## src/rtl/display_scan.sv

```systemverilog
// display_scan: captures two 3-bit operands and a 6-bit result. It converts the
// result to BCD one bit per cycle using shift-add-3. It then time-multiplexes
// four 7-segment digits: A, B, tens and units.
// Optional build macro: LEADING_ZERO_BLANK_EN blanks the tens segments when the
// tens digit is 0. The digit enable for tens stays asserted while it is blanked.
module display_scan #(
  parameter int REFRESH_DIV = 1000
) (
  input  logic       clk,
  input  logic       reset,
  input  logic       load,
  input  logic       clear,
  input  logic [2:0] a_in,
  input  logic [2:0] b_in,
  input  logic [5:0] result_in,
  output logic [6:0] seg,
  output logic [3:0] digit_en,
  output logic       busy,
  output logic       ready
);

  localparam int CNT_W = (REFRESH_DIV > 2) ? $clog2(REFRESH_DIV) : 1;
  localparam logic [CNT_W-1:0] CNT_MAX = CNT_W'(REFRESH_DIV - 1);

  typedef enum logic [1:0] {IDLE, CONVERT, DISPLAY} state_t;

  state_t           state, state_nx;
  logic [2:0]       a_cap, a_nx;
  logic [2:0]       b_cap, b_nx;
  logic [5:0]       sh, sh_nx;
  logic [3:0]       wt, wt_nx;
  logic [3:0]       wu, wu_nx;
  logic [2:0]       step, step_nx;
  logic [3:0]       tens, tens_nx;
  logic [3:0]       units, units_nx;
  logic [CNT_W-1:0] cnt, cnt_nx;
  logic [1:0]       idx, idx_nx;
  logic [3:0]       t_adj, u_adj, dig_nx;
  logic [6:0]       seg_nx;
  logic [3:0]       en_nx;
  logic             busy_nx, ready_nx;

  function automatic logic [6:0] seg_code(input logic [3:0] d);
    case (d)
      4'd0:    seg_code = 7'h3F;
      4'd1:    seg_code = 7'h06;
      4'd2:    seg_code = 7'h5B;
      4'd3:    seg_code = 7'h4F;
      4'd4:    seg_code = 7'h66;
      4'd5:    seg_code = 7'h6D;
      4'd6:    seg_code = 7'h7D;
      4'd7:    seg_code = 7'h07;
      4'd8:    seg_code = 7'h7F;
      4'd9:    seg_code = 7'h6F;
      default: seg_code = 7'h00;
    endcase
  endfunction

  function automatic logic [3:0] add3(input logic [3:0] d);
    add3 = (d >= 4'd5) ? d + 4'd3 : d;
  endfunction

  // Next-state, conversion step, scan advance and registered-output values
  always_comb begin
    state_nx = state;
    a_nx     = a_cap;
    b_nx     = b_cap;
    sh_nx    = sh;
    wt_nx    = wt;
    wu_nx    = wu;
    step_nx  = step;
    tens_nx  = tens;
    units_nx = units;
    cnt_nx   = cnt;
    idx_nx   = idx;
    t_adj    = add3(wt);
    u_adj    = add3(wu);

    if (clear) begin
      state_nx = IDLE;
      tens_nx  = 4'd0;
      units_nx = 4'd0;
      cnt_nx   = '0;
      idx_nx   = 2'd3;
    end else begin
      case (state)
        IDLE, DISPLAY: begin
          if (load) begin
            a_nx     = a_in;
            b_nx     = b_in;
            sh_nx    = result_in;
            wt_nx    = 4'd0;
            wu_nx    = 4'd0;
            step_nx  = 3'd0;
            state_nx = CONVERT;
          end
        end
        CONVERT: begin
          if (step == 3'd6) begin
            tens_nx  = wt;
            units_nx = wu;
            state_nx = DISPLAY;
          end else begin
            wt_nx   = {t_adj[2:0], u_adj[3]};
            wu_nx   = {u_adj[2:0], sh[5]};
            sh_nx   = {sh[4:0], 1'b0};
            step_nx = step + 3'd1;
          end
        end
        default: state_nx = IDLE;
      endcase

      // IDLE parks the scan at digit A. A fresh load from IDLE therefore
      // starts there, and a reload from DISPLAY keeps scanning in phase.
      if (state == IDLE) begin
        cnt_nx = '0;
        idx_nx = 2'd3;
      end else if (cnt == CNT_MAX) begin
        cnt_nx = '0;
        idx_nx = idx - 2'd1;
      end else begin
        cnt_nx = cnt + CNT_W'(1);
      end
    end

    case (idx_nx)
      2'd3:    dig_nx = {1'b0, a_nx};
      2'd2:    dig_nx = {1'b0, b_nx};
      2'd1:    dig_nx = tens_nx;
      default: dig_nx = units_nx;
    endcase

    seg_nx = 7'h00;
    en_nx  = 4'b0000;
    if (state_nx != IDLE) begin
      seg_nx = seg_code(dig_nx);
      en_nx  = 4'b0001 << idx_nx;
`ifdef LEADING_ZERO_BLANK_EN
      if (idx_nx == 2'd1 && tens_nx == 4'd0) seg_nx = 7'h00;
`endif
    end
    busy_nx  = (state == CONVERT) && (state_nx == CONVERT);
    ready_nx = (state_nx == DISPLAY);
  end

  // State register
  always_ff @(posedge clk or negedge reset) begin
    if (!reset) state <= IDLE;
    else        state <= state_nx;
  end

  // Captured operands, BCD work registers, scan counters and output registers
  always_ff @(posedge clk or negedge reset) begin
    if (!reset) begin
      a_cap    <= '0;
      b_cap    <= '0;
      sh       <= '0;
      wt       <= '0;
      wu       <= '0;
      step     <= '0;
      tens     <= '0;
      units    <= '0;
      cnt      <= '0;
      idx      <= 2'd3;
      seg      <= '0;
      digit_en <= '0;
      busy     <= 1'b0;
      ready    <= 1'b0;
    end else begin
      a_cap    <= a_nx;
      b_cap    <= b_nx;
      sh       <= sh_nx;
      wt       <= wt_nx;
      wu       <= wu_nx;
      step     <= step_nx;
      tens     <= tens_nx;
      units    <= units_nx;
      cnt      <= cnt_nx;
      idx      <= idx_nx;
      seg      <= seg_nx;
      digit_en <= en_nx;
      busy     <= busy_nx;
      ready    <= ready_nx;
    end
  end

endmodule
```

## config.mk

```make
export PLATFORM = sky130hd
export DESIGN_NAME = display_scan
export DESIGN_NICKNAME = d
export VERILOG_FILES = /design/src/rtl/display_scan.sv
export SDC_FILE = /design/constraint.sdc
export NUM_CORES = 1
export LEC_CHECK = 0
export ABC_AREA = 1
export CORE_MARGIN = 3
export CORE_UTILIZATION = 30
export CTS_BUF_LIST = sky130_fd_sc_hd__clkbuf_4 sky130_fd_sc_hd__clkbuf_8 sky130_fd_sc_hd__clkbuf_16
export CTS_CLUSTER_DIAMETER = 200
export DETAILED_ROUTE_END_ITERATION = 8
export SLEW_MARGIN = 15
export SYNTH_ARGS = -nofsm -noshare
export SYNTH_HDL_FRONTEND = slang
export SYNTH_SLANG_ARGS = --single-unit
```

## constraint.sdc

```tcl
create_clock -name clk -period 2.3 [get_ports clk]
set_input_delay 0.575 -clock clk [delete_from_list [all_inputs] [get_ports clk]]
set_output_delay 0.575 -clock clk [all_outputs]
set_load 0.01 [all_outputs]
```

==> key figures <==
Power and ir drop
  • PwrDens: 622 mW/mm^2
  • Pleak: 1.89 nW
  • Total power: 2.51 mW
  • Peak VDD IR: 237 uV

Critical path
  • Worst-path maximum fanout: 7
  • Crit start category: flop
  • Largest stage delay, worst path: 400 ps
  • Critical path class: reg2reg
  • Critical Path RT: 2550 ps
  • CP max-delay cell: dfrtp_1
  • Critical Path Sink Type: flop
  • Worst EP arrival: 2490 ps
  • CP Cell Sequence: ha_4 -> nand2_4 -> nor2_4 -> nand3_4 -> nand2_4 -> nand3_4 -> nor2_4 -> inv_2 -> nor2_4 -> nor2_4 -> inv_2 -> ha_4 -> inv_2 -> nand3_2 -> nand2_1 -> nor2_1 -> nor2_1
  • Most frequent CP cell: nor2_4

Timing
  • Final Hold Viols: 0
  • Fin crit period: 2240 ps
  • Post-route clock period utilization: 97.3%
  • Final Max Tran Viols: 0
  • Setup Viol. Count Final: 0
  • Slew headroom: 55.4%
  • Worst-Margin Slew: 669 ps
  • RSZ-0062 raised after global routing: yes
  • Fmax: 447 MHz
  • Layout Skew: 5.60 ps

Yosys
  • Synth Area per Inst: 8.63 um^2
  • Mapped Area: 0.00287 mm^2
  • Adder-cell share of the synthesized area: 5.23%
  • Synth cell types: 30
  • Mux contribution to synthesized area: 0%
  • Synth Area in XOR/XNOR: 1.52%
  • Ys Warns: 0
  • Simple-gate portion of the synthesized area: 26.7%
  • Largest family of logic cells by synthesized area: simple AND/OR/NAND/NOR gates
  • Synth Area in Compound Gates: 9.36%
  • Seq cells post-synth: 58
  • Sequential share of the synthesized area: 50.6%
  • Post-synth net total: 361
  • Synth Instances: 333

Floorplan
  • # rows: 35
  • Top-Level Pins: 29
  • Die X: 104 um
  • Core ar.: 0.00928 mm^2
  • Die area: 0.0108 mm^2
  • Initial Util: 30.9%
  • Die H: 104 um

Global route
  • Total gr overflow: 0
  • Largest net degree at the start of global routing: 28
  • Antenna violations before repair: 0
  • GRT Util Overall: 13.5%
  • First-pass GRT wire length: 11700 um
  • Vias in the first global route: 2515

Clocking
  • Clk slew on worst S/H paths: 70 ps
  • Worst-skew pair later-pin latency: 350 ps
  • Clk sinks: 58
  • Clk root buf: clkbuf_8
  • Clock Path Buffers: 2
  • H-tree levels: 3
  • TritonCTS buffer count: 9
  • Hold-fix buffers at CTS: 0
  • CTS tree: yes

Place
  • DP Area: 0.00351 mm^2
  • Final GP Congestion: 0.803
  • DP Wirelength: 4830 um
  • Port Buffers: 28

Drt
  • Detail Route Antenna Nets: 0
  • Post-DR wirelength/cell: 13.1 um
  • Vias per std cell: 4.52
  • First DRT Iteration DRCs: 82
  • Drt total wl: 7130 um
  • Total number of vias: 2467
  • Pre-antenna DRT Iters: 4
  • # DRC: 0

Final layout
  • Layout cells sized above 1: 30.5%
  • Post-route cell area: 0.00403 mm^2
  • Layout Nets: 440
  • Diode count: 0
  • Syn-to-layout area delta: 40.4%

Run
  • Max Cap Violations: 0

Worst hold path
  • Hold Path Class: in2async

Outcome
  • Status: finished clean
repair_timing:
item	in CTS	in global routing
setup endpoints to repair	6	7
gates resized for setup	1	56
cloned	0	1
setup buffers	4	10
pin swaps	0	25
final timing paths:
path / startpoint / to / slack, ps / depth (start not counted)
min: reset / tens[3]$_DFF_PN0_ / 250 / 1
max reg2reg: cnt[1]$_DFF_PN0_ / seg[6]$_DFF_PN0_ / 60 / 17
min in group clk: sh[2]$_DFFE_PN0P_ / sh[3]$_DFFE_PN0P_ / 490 / 2
max: cnt[1]$_DFF_PN0_ / seg[6]$_DFF_PN0_ / 60 / 17
max in group asynchronous: reset / units[3]$_DFF_PN0_ / 1470 / 2
min reg2reg: sh[2]$_DFFE_PN0P_ / sh[3]$_DFFE_PN0P_ / 490 / 2
flip-flops by register name (all words and copies together) (netlist names):
name	flops
a_cap	3
b_cap	3
busy	1
cnt	10
digit_en	4
idx	2
ready	1
seg	7
sh	6
state	2
step	3
tens	4
units	4
wt	4
wu	4
layer usage:
metal	track usage (%)	part of all wire, %	vias to the layer above	routed length (um)
met5	0	0	-	0
met4	7.22	2.4	0	171
met3	3.72	3.1	13	224
met2	21.4	48	37	3410
met1	16.8	47	1193	3330
li1	-	-	1224	-
Yosys cell counts, drive strengths merged:
cell type | instances | area share (%)
nand2 | 76 | 10
xor2 | 4 | 1.2
o2111ai | 1 | 0.30
dfrtp | 56 | 49
nor2 | 53 | 8.2
o22ai | 5 | 1.1
dfstp | 2 | 1.8
o21ai | 23 | 4.0
xnor2 | 1 | 0.30
nand3 | 24 | 5.6
buf | 3 | 0.91
a22oi | 5 | 1.3
inv | 42 | 5.5
clkbuf | 1 | 0.13
ha | 12 | 5.2
nand4 | 2 | 0.44
nor3b | 2 | 0.52
nor3 | 7 | 1.4
or3 | 1 | 0.22
a21oi | 13 | 2.7
worst max-delay path: cells and delay by family (launching register included):
family	cells	cell delay, ps
simple gates	12	1250
flops	1	400
fa+ha+maj	2	290
buf+inv	3	200
placed cells by master, fill, tap and decap left out, drive strengths merged:
cell           synthesis  routed
inv                   42      42
a21oi                 13      13
clkdlybuf4s50          0      26
o22ai                  5       5
nor2                  53      53
nand2                 76      76
nor3b                  2       2
bufinv                 0       1
o2111ai                1       1
dfrtp                 56      56
dlygate4sd2            0       1
nor3                   7       7
clkbuf                 1      11
xnor2                  1       1
nand3                 24      24
o21ai                 23      23
clkinvlp               0       1
xor2                   4       4
or3                    1       1
ha                    12      12
dfstp                  2       2
a22oi                  5       5
nand4                  2       2
buf                    3      45
clkinv                 0       3
cell families after synthesis:
logic type	Yosys count
AOI/OAI and AO/OA	47
xor gates and xnor gates	5
adders and majority gates	12
buffers and inverters	46
DFF	58
and+or+nand+nor	165
power breakdown:
group	internal (mW)	switching [mW]
clock network	0.553	0.433
logic	0.184	0.227
registers	1.08	0.0316
layout make-up:
type,instances,area (um^2)
Clock inverter,5,52.6
Inverter,42,158
Timing Repair Buffer,72,624
Tap cell,129,161
Fill cell,904,5250
Sequential cell,58,1450
Multi-Input combinational cell,229,1430
Clock buffer,11,151
through the flow:
| step | setup slack [ps] | setup TNS, ps | std cells | hold slack [ps] | util [%] |
|---|---|---|---|---|---|
| floorplan | 100 | 0 | 333 | 279 | - |
| global placement | -362 | -2240 | 515 | 464 | 37.8 |
| detailed placement | -460 | -2920 | 515 | 464 | 37.8 |
| CTS | 19.2 | 0 | 535 | 256 | 40.3 |
| global route | -83.5 | -365 | 546 | 284 | 43.4 |
| finish | 62.7 | 0 | 546 | 252 | 43.4 |
Power figures use the tool's default switching activity.
==> variant (same settings) <==
`REFRESH_DIV`: 1000 -> 500.
--- a/src/rtl/display_scan.sv
+++ b/src/rtl/display_scan.sv
@@ -6,3 +6,3 @@
 module display_scan #(
-  parameter int REFRESH_DIV = 1000
+  parameter int REFRESH_DIV = 500
 ) (
Check against the original RTL: same outputs for any inputs over 10 cycles, from zero or initial values and one cycle with reset low; that may be too few to reach the edited logic, so the function may still have changed.
==> variant against the original RTL <==
- critical path depth decreased by 1
- setup slack improved by 0.046 ns
- sequential share of layout area increased by 1.1 points
- sequential cell count decreased by 1
- global-route usage decreased by 0.39 points
- sequential power increased by 11%
- cell area decreased by 4.6%
- total power increased by 18%
- synthesized area decreased by 1.8%
- largest power group unchanged
- cell count decreased by 8.1%
- routed wire length decreased by 11%
==> variant: results (changes against the original RTL) <==
* top cells by area, synth: sky130_fd_sc_hd__dfrtp_1 (49%), sky130_fd_sc_hd__nand2_1 (8.8%), sky130_fd_sc_hd__ha_1 (5.3%)
* top flop regs: cnt x9, seg x7, sh x6
* status: completed
* arrival time of data at the critical path endpoint: 2.44 ns, -0.05 ns
* pin count of the biggest net entering global routing: 40, +43%
* register area share after synthesis: 0.507, +0.000557
* RR Startpoint: cnt[0]$_DFF_PN0_
* Pre-Repair DR Iteration Count: 5, +1
* vias after detailed routing: 2329, -5.6%
* WL per Instance: 12.6 microns, -3.7%
* worst vdd rail ir drop: 311 uV, +31%
* leading post-synthesis cells by instance count: sky130_fd_sc_hd__nand2_1 (66), sky130_fd_sc_hd__dfrtp_1 (55), sky130_fd_sc_hd__inv_1 (29)
* fraction of layout instances using a drive strength above 1: 0.292, -0.0127
* total placed cells including tap cells: 480, -6.8%
* drt first-iter violations: 92, +12%
* first-pass GRT wire length: 10.7 mm, -8.7%
* Clock Path Buffers: 2, unchanged
* Fin Clk Skew: 0.0125 ns, +0.00685 ns
* net switching share of the total power: 0.325, +0.0495
* Yosys cell types: 34, +13%
* count of placed standard cells in the final layout, fillers left out: 502, -8.1%
* slew at the pin closest to its max-slew limit: 0.485 ns, -0.183 ns
* largest stage delay on the critical path: 0.35 ns, -0.05 ns
* DP Area: 3500 sq um, -0.25%
* Post-Syn Area per Cell: 9.04 sq um, +4.8%
* number of buffers added by the clock tree synthesis step: 9, unchanged
* HPWL after detailed placement: 4.55 mm, -5.8%
* post-layout net count: 417, -5.2%
* GRT Overall Usage: 0.131, -0.00391
* Pleak: 1.83 nW, -3.3%
variant: final timing paths:
check | end | slack (ns) | cells past startpoint
min reg2reg | sh[2]$_DFFE_PN0P_ | 0.50 | 2
max in group asynchronous | idx[1]$_DFF_PN1_ | 1.49 | 2
max | seg[3]$_DFF_PN0_ | 0.11 | 16
min in group clk | sh[2]$_DFFE_PN0P_ | 0.50 | 2
max reg2reg | seg[3]$_DFF_PN0_ | 0.11 | 16
min | sh[5]$_DFFE_PN0P_ | 0.17 | 1
variant: layer usage:
metal | track usage | vias up | part of all wire
li1 | - | 1172 | -
met1 | 0.174 | 1102 | 0.49
met2 | 0.194 | 46 | 0.44
met3 | 0.0541 | 9 | 0.054
met4 | 0.0438 | 0 | 0.017
met5 | 0 | - | 0
variant: area by class of cell:
cell class / instances / area, sq um
repair buffers: 69 / 614
inverters: 36 / 138
flip-flops and latches: 57 / 1430
multi-input cells: 216 / 1320
clock buffers: 9 / 124
well taps: 108 / 135
clock inverters: 7 / 82.6
fillers: 877 / 5090
variant: per-stage QoR:
stage	util	total power, W	setup slack, ns
floorplan	-	0.00165	0.0884
global placement	0.392	0.00193	-0.381
detailed placement	0.392	0.00195	-0.401
CTS	0.416	0.00295	0.00268
global route	0.431	0.00316	-0.0540
finish	0.431	0.00296	0.109
variant: kinds of logic after synthesis:
logic type / share of synthesized area
AO/OA/AOI/OAI: 0.0918
adder cells (fa/ha/maj): 0.0532
flip-flops: 0.507
AND/OR/NAND/NOR: 0.279
XOR/XNOR: 0.0155
buffers and inverters: 0.0541
variant: power by group through the flow:
stage                     sequential [W]  clock, W  combinational (W)
after floorplan                  0.00124         0           0.000410
after global placement           0.00124         0           0.000690
after detailed placement         0.00124         0           0.000708
after CTS                        0.00123   0.00101           0.000713
after global routing             0.00124   0.00106           0.000855
final                            0.00123  0.000984           0.000750
variant: timing repair:
action                                  CTS  global route
buffers inserted                          1             4
hold buffers                              0             0
endpoints found under the setup margin    3             7
gates cloned                              0             1
pin swaps                                 0            16
gates resized for setup                   2            25
